===== src/rtl/run_ctrl_pkg.sv =====
// Shared types for the run/reset sequencer: FSM states, run result record and channel-mask helpers.
package run_ctrl_pkg;

    localparam int unsigned DEF_CNT_W = 32;
    localparam int unsigned MAX_CH    = 32;

    typedef enum logic [1:0] {
        IDLE,
        HOLD,
        RUN,
        FINISH
    } state_t;

    typedef logic [MAX_CH-1:0] ch_mask_t;

    typedef struct packed {
        logic     pass;
        logic     timeout;
        ch_mask_t done_mask;
    } result_t;

    // Ones for the channels that exist; padding bits count as already done.
    function automatic ch_mask_t ch_valid(input int unsigned n);
        ch_mask_t m;
        for (int unsigned i = 0; i < MAX_CH; i++) begin
            m[i] = (i < n);
        end
        return m;
    endfunction

endpackage


===== src/rtl/sat_counter.sv =====
// Saturating up-counter with synchronous clear; clear wins over enable.
module sat_counter
    import run_ctrl_pkg::*;
#(
    parameter int unsigned W = DEF_CNT_W
) (
    input  logic         clk,
    input  logic         rst,
    input  logic         clr,
    input  logic         en,
    output logic [W-1:0] cnt
);

    localparam logic [W-1:0] CNT_MAX = '1;

    always_ff @(posedge clk) begin
        if (!rst) begin
            cnt <= '0;
        end else if (clr) begin
            cnt <= '0;
        end else if (en && (cnt != CNT_MAX)) begin
            cnt <= cnt + 1'b1;
        end
    end

endmodule


===== src/rtl/run_controller.sv =====
// Run/reset sequencer: holds the system in reset, counts run cycles, reports pass/fail/timeout.
// Optional per-channel completion timestamps on done_cyc_o when RUN_CTRL_PERF_EN is defined.
module run_controller
    import run_ctrl_pkg::*;
#(
    parameter int unsigned NUM_CH          = 2,
    parameter int unsigned RST_HOLD_CYCLES = 2,
    parameter int unsigned TIMEOUT_CYCLES  = 200,
    parameter int unsigned CNT_W           = DEF_CNT_W
) (
    input  logic              clk,
    input  logic              rst,
    input  logic              start_i,
    input  logic [NUM_CH-1:0] done_i,
    input  logic [NUM_CH-1:0] fail_i,
    output logic              dut_rst_o,
    output logic              running_o,
    output logic              finished_o,
    output logic              pass_o,
    output logic              timeout_o,
    output logic [NUM_CH-1:0] done_mask_o,
    output logic [CNT_W-1:0]  cycle_cnt_o
`ifdef RUN_CTRL_PERF_EN
    ,
    output logic [NUM_CH-1:0][CNT_W-1:0] done_cyc_o
`endif
);

    localparam int unsigned     HOLD_W    = (RST_HOLD_CYCLES > 1) ? $clog2(RST_HOLD_CYCLES) : 1;
    localparam logic [HOLD_W-1:0] HOLD_LOAD = HOLD_W'(RST_HOLD_CYCLES - 1);
    localparam logic [CNT_W-1:0]  TO_LAST   = CNT_W'(TIMEOUT_CYCLES - 1);
    localparam ch_mask_t          CH_VALID  = ch_valid(NUM_CH);

    state_t              state_q, state_nxt;
    logic [HOLD_W-1:0]   hold_q, hold_nxt;
    result_t             res_q, res_nxt;
    ch_mask_t            next_mask;
    logic                all_done;
    logic                run_entry;
    logic                cnt_clr;
    logic                cnt_en;

    sat_counter #(.W(CNT_W)) u_cycle_cnt (
        .clk (clk),
        .rst (rst),
        .clr (cnt_clr),
        .en  (cnt_en),
        .cnt (cycle_cnt_o)
    );

    assign run_entry = (state_q == HOLD) && (hold_q == '0);

    always_comb begin
        state_nxt = state_q;
        hold_nxt  = hold_q;
        res_nxt   = res_q;
        cnt_clr   = 1'b0;
        cnt_en    = 1'b0;
        next_mask = res_q.done_mask | ch_mask_t'(done_i);
        all_done  = &(next_mask | ~CH_VALID);

        case (state_q)
            IDLE, FINISH: begin
                if (start_i) begin
                    state_nxt = HOLD;
                    hold_nxt  = HOLD_LOAD;
                    res_nxt   = '0;
                    cnt_clr   = 1'b1;
                end
            end
            HOLD: begin
                if (run_entry) begin
                    state_nxt = RUN;
                    res_nxt   = '0;
                    cnt_clr   = 1'b1;
                end else begin
                    hold_nxt = hold_q - 1'b1;
                end
            end
            RUN: begin
                // The exiting cycle still counts and still records its done pulses.
                cnt_en            = 1'b1;
                res_nxt.done_mask = next_mask;
                if (|fail_i) begin
                    state_nxt = FINISH;
                end else if (all_done) begin
                    state_nxt    = FINISH;
                    res_nxt.pass = 1'b1;
                end else if ((TIMEOUT_CYCLES != 0) && (cycle_cnt_o == TO_LAST)) begin
                    state_nxt       = FINISH;
                    res_nxt.timeout = 1'b1;
                end
            end
            default: begin
                state_nxt = IDLE;
            end
        endcase
    end

    always_ff @(posedge clk) begin
        if (!rst) begin
            state_q    <= IDLE;
            hold_q     <= '0;
            res_q      <= '0;
            dut_rst_o  <= 1'b1;
            running_o  <= 1'b0;
            finished_o <= 1'b0;
        end else begin
            state_q    <= state_nxt;
            hold_q     <= hold_nxt;
            res_q      <= res_nxt;
            dut_rst_o  <= (state_nxt == IDLE) || (state_nxt == HOLD);
            running_o  <= (state_nxt == RUN);
            finished_o <= (state_nxt == FINISH);
        end
    end

    assign pass_o      = res_q.pass;
    assign timeout_o   = res_q.timeout;
    assign done_mask_o = res_q.done_mask[NUM_CH-1:0];

`ifdef RUN_CTRL_PERF_EN
    logic [CNT_W-1:0] cyc_stamp;

    assign cyc_stamp = (cycle_cnt_o == {CNT_W{1'b1}}) ? cycle_cnt_o : cycle_cnt_o + 1'b1;

    always_ff @(posedge clk) begin
        if (!rst) begin
            done_cyc_o <= '0;
        end else if (run_entry) begin
            done_cyc_o <= '0;
        end else if (state_q == RUN) begin
            for (int c = 0; c < NUM_CH; c++) begin
                if (done_i[c] && !res_q.done_mask[c]) begin
                    done_cyc_o[c] <= cyc_stamp;
                end
            end
        end
    end
`endif

endmodule


===== config.mk =====
export PLATFORM = sky130hd
export DESIGN_NAME = run_controller
export DESIGN_NICKNAME = d
export VERILOG_FILES = /design/src/rtl/run_ctrl_pkg.sv /design/src/rtl/sat_counter.sv /design/src/rtl/run_controller.sv
export SDC_FILE = /design/constraint.sdc
export NUM_CORES = 1
export LEC_CHECK = 0
export BUFFER_PORTS_ARGS = -buffer_cell sky130_fd_sc_hd__buf_4
export CAP_MARGIN = 10
export CORE_MARGIN = 2
export CORE_UTILIZATION = 30
export CTS_CLUSTER_DIAMETER = 60
export CTS_CLUSTER_SIZE = 30
export DETAILED_ROUTE_END_ITERATION = 6
export HOLD_SLACK_MARGIN = 0.06
export SYNTH_ARGS = -nofsm -noshare
export SYNTH_HDL_FRONTEND = slang
export SYNTH_SLANG_ARGS = --single-unit

===== constraint.sdc =====
create_clock -name clk -period 2.5 [get_ports clk]
set_clock_uncertainty 0.15 [all_clocks]
set_input_delay 0.375 -clock clk [delete_from_list [all_inputs] [get_ports clk]]
set_output_delay 0.375 -clock clk [all_outputs]
set_load 0.05 [all_outputs]

==> results.ini <==
[synth]
syn_area_um2=2200
ys_seq_area_share_pct=38.2
synth_nets=269
synth_edf_count=0
synth_warnings=0
ys.flop_type=dfxtp_1
ys_types=52
synth_seq_cells=42
syn_inst=258
async_flop_share_pct=0
synth.avg_cell_area_um2=8.54

[clocking]
post_cts_buffers=0
cts_tree=done
cts-hold-fix-buffers=0
worstSkewPairLatency_ns=0.30
cts_root_buffer=clkbuf_8
clock_path_buffers=2
htreeDepth=2
numCtsBuffers=5
cts.sinks=42
path_clk_slew_ns=0.08
cts_resized=0

[place]
port_buffers=45
gp_congestion=0.863
dp_hpwl_um=4230

[sta]
timing.fmax_mhz=436
rsz0062_at_grt=no
relSlewSlack_pct=62.7
finalHoldViolations=0
finalSetupViolations=0
fin_tns_setup_ns=0
worst_slew_pin_slew_ns=0.555
fin_crit_ns=2.29
period_share_pct=91.7
slew_viol_final=0

[route]
drt-initial-drc-count=132
routed_wl_um=5560
wire_per_inst_um=13.5
ant_nets=0
via_per_inst=5.13
vias=2119
drc=0
dr.pass1.iters=4

[setup_path]
cp.required_ns=2.53
crit_path_end_kind=flip-flop
cp.arrival_ns=2.33
worstSetupPathType=reg2reg
cp-start-kind=flip-flop
cp_max_fo=7

[power_and_ir_drop]
power.density_nw_per_um2=690
ir_drop_v=0.000428
leakage_uw=0.00109
total_power_uw=1970

[final_layout]
multi_input_comb_area_um2=1270
syn2layout_area_growth_pct=29.6
final_cell_mix=buf_4, dfxtp_1, nor2_1
n_antenna_cell=0
seqCellArea_um2=848
final_nets=324
fill_cells=725
layout-drive-gt1-share_pct=29.3
final_common_cell=buf_4

[grt]
grt_pass1_vias=1961
overflow=0
antenna_found_initial=0
grt_pass1_wl_um=9370
grt_max_degree=33
track_usage_pct=14.0

[die]
ioPinCount=46
row_count=31
die_area_um2=8050
die-height_um=89.7
core_um2=7180
die_w_um=89.7
start_util_pct=30.7

[worst_hold_path]
min_path_type=in2reg

[job]
cap_violations=0

[outcome]
status=completed

report_power, final:
group | internal, uW | total (uW) | switching [uW]
combinational | 199 | 552 | 353
sequential | 713 | 750 | 36.2
clock | 426 | 668 | 242
total | 1340 | 1970 | 632
final timing paths:
path	from	end	slack, ns	cells past startpoint
worst max-delay path	state_q[0]	u_cycle_cnt.cnt[30]	0.21	8
worst min-delay path	done_i[0]	done_mask_o[0]	0.17	3
worst max register to register	state_q[0]	u_cycle_cnt.cnt[30]	0.21	8
worst min register to register	pass_o	pass_o	0.33	2
logic make-up (layout without fill, tap and decap cells):
kind of cell / Yosys count / in the layout / synth area share, %
compound gates: 61 / 61 / 19.3
xor+xnor: 6 / 6 / 2.38
fa+ha+maj: 4 / 4 / 2.27
buf+inv: 18 / 74 / 4.32
flops: 42 / 42 / 38.2
mux: 3 / 3 / 1.36
simple gates: 124 / 124 / 32.3
flip-flops by register name, summed over array words and instances (netlist names):
name,count
pass_o,1
finished_o,1
timeout_o,1
done_mask_o,2
u_cycle_cnt.cnt,32
state_q,2
running_o,1
dut_rst_o,1
hold_q,1
worst max-delay path: stages (launching register included):
cell      delay, ns
dfxtp_1        0.42
inv_1          0.09
ha_1           0.39
nand2_1        0.09
a21oi_1        0.30
nand2b_1       0.35
buf_4          0.23
a21o_1         0.09
mux2i_1        0.06
cell type report:
| class | instances | share of cell area, % |
|---|---|---|
| flip-flops and latches | 42 | 29.7 |
| inverters | 9 | 1.18 |
| repair buffers | 57 | 15.4 |
| multi-input cells | 198 | 44.4 |
| clock buffers | 6 | 2.89 |
| clock inverters | 2 | 2.10 |
| well taps | 99 | 4.34 |
metal layers:
metal,routed length (um),up-vias,GRT usage (%)
met5,0,-,0
met4,52,0,3.08
met3,219,5,3.19
met2,2640,41,24.2
met1,2640,998,17.9
li1,-,1075,-
through the flow:
step | cells | setup WS (ns) | hold WS, ns | cell area [um2] | util, %
floorplan | 258 | 0.0162 | 0.357 | 2210 | -
global placement | 405 | 0.266 | 0.311 | 2710 | 37.8
detailed placement | 405 | 0.247 | 0.321 | 2710 | 37.8
CTS | 413 | 0.232 | 0.159 | 2860 | 39.8
global route | 413 | 0.0341 | 0.175 | 2860 | 39.8
finish | 413 | 0.208 | 0.165 | 2860 | 39.8
cell usage after synthesis (2+ instances only):
library cell / number / area (um2)
o2111ai_1: 2 / 17.5
or4_1: 10 / 75.1
xor2_1: 5 / 43.8
nor4b_1: 2 / 17.5
or3_1: 15 / 93.8
o21ai_0: 9 / 45.0
ha_1: 4 / 50.1
nor4_1: 7 / 43.8
nand2_1: 26 / 97.6
nand2b_1: 3 / 18.8
nand4_1: 10 / 62.6
a21oi_1: 17 / 85.1
clkbuf_1: 5 / 18.8
nand3_1: 7 / 35.0
o21ai_2: 5 / 43.8
o311ai_0: 2 / 17.5
nor3_1: 4 / 20.0
o31ai_1: 5 / 37.5
mux2i_1: 3 / 30.0
nor2_1: 27 / 101
and2_1: 3 / 18.8
a21oi_2: 5 / 43.8
o211ai_1: 4 / 30.0
dfxtp_1: 42 / 841
inv_1: 9 / 33.8
(Power assumes the default switching activity.)
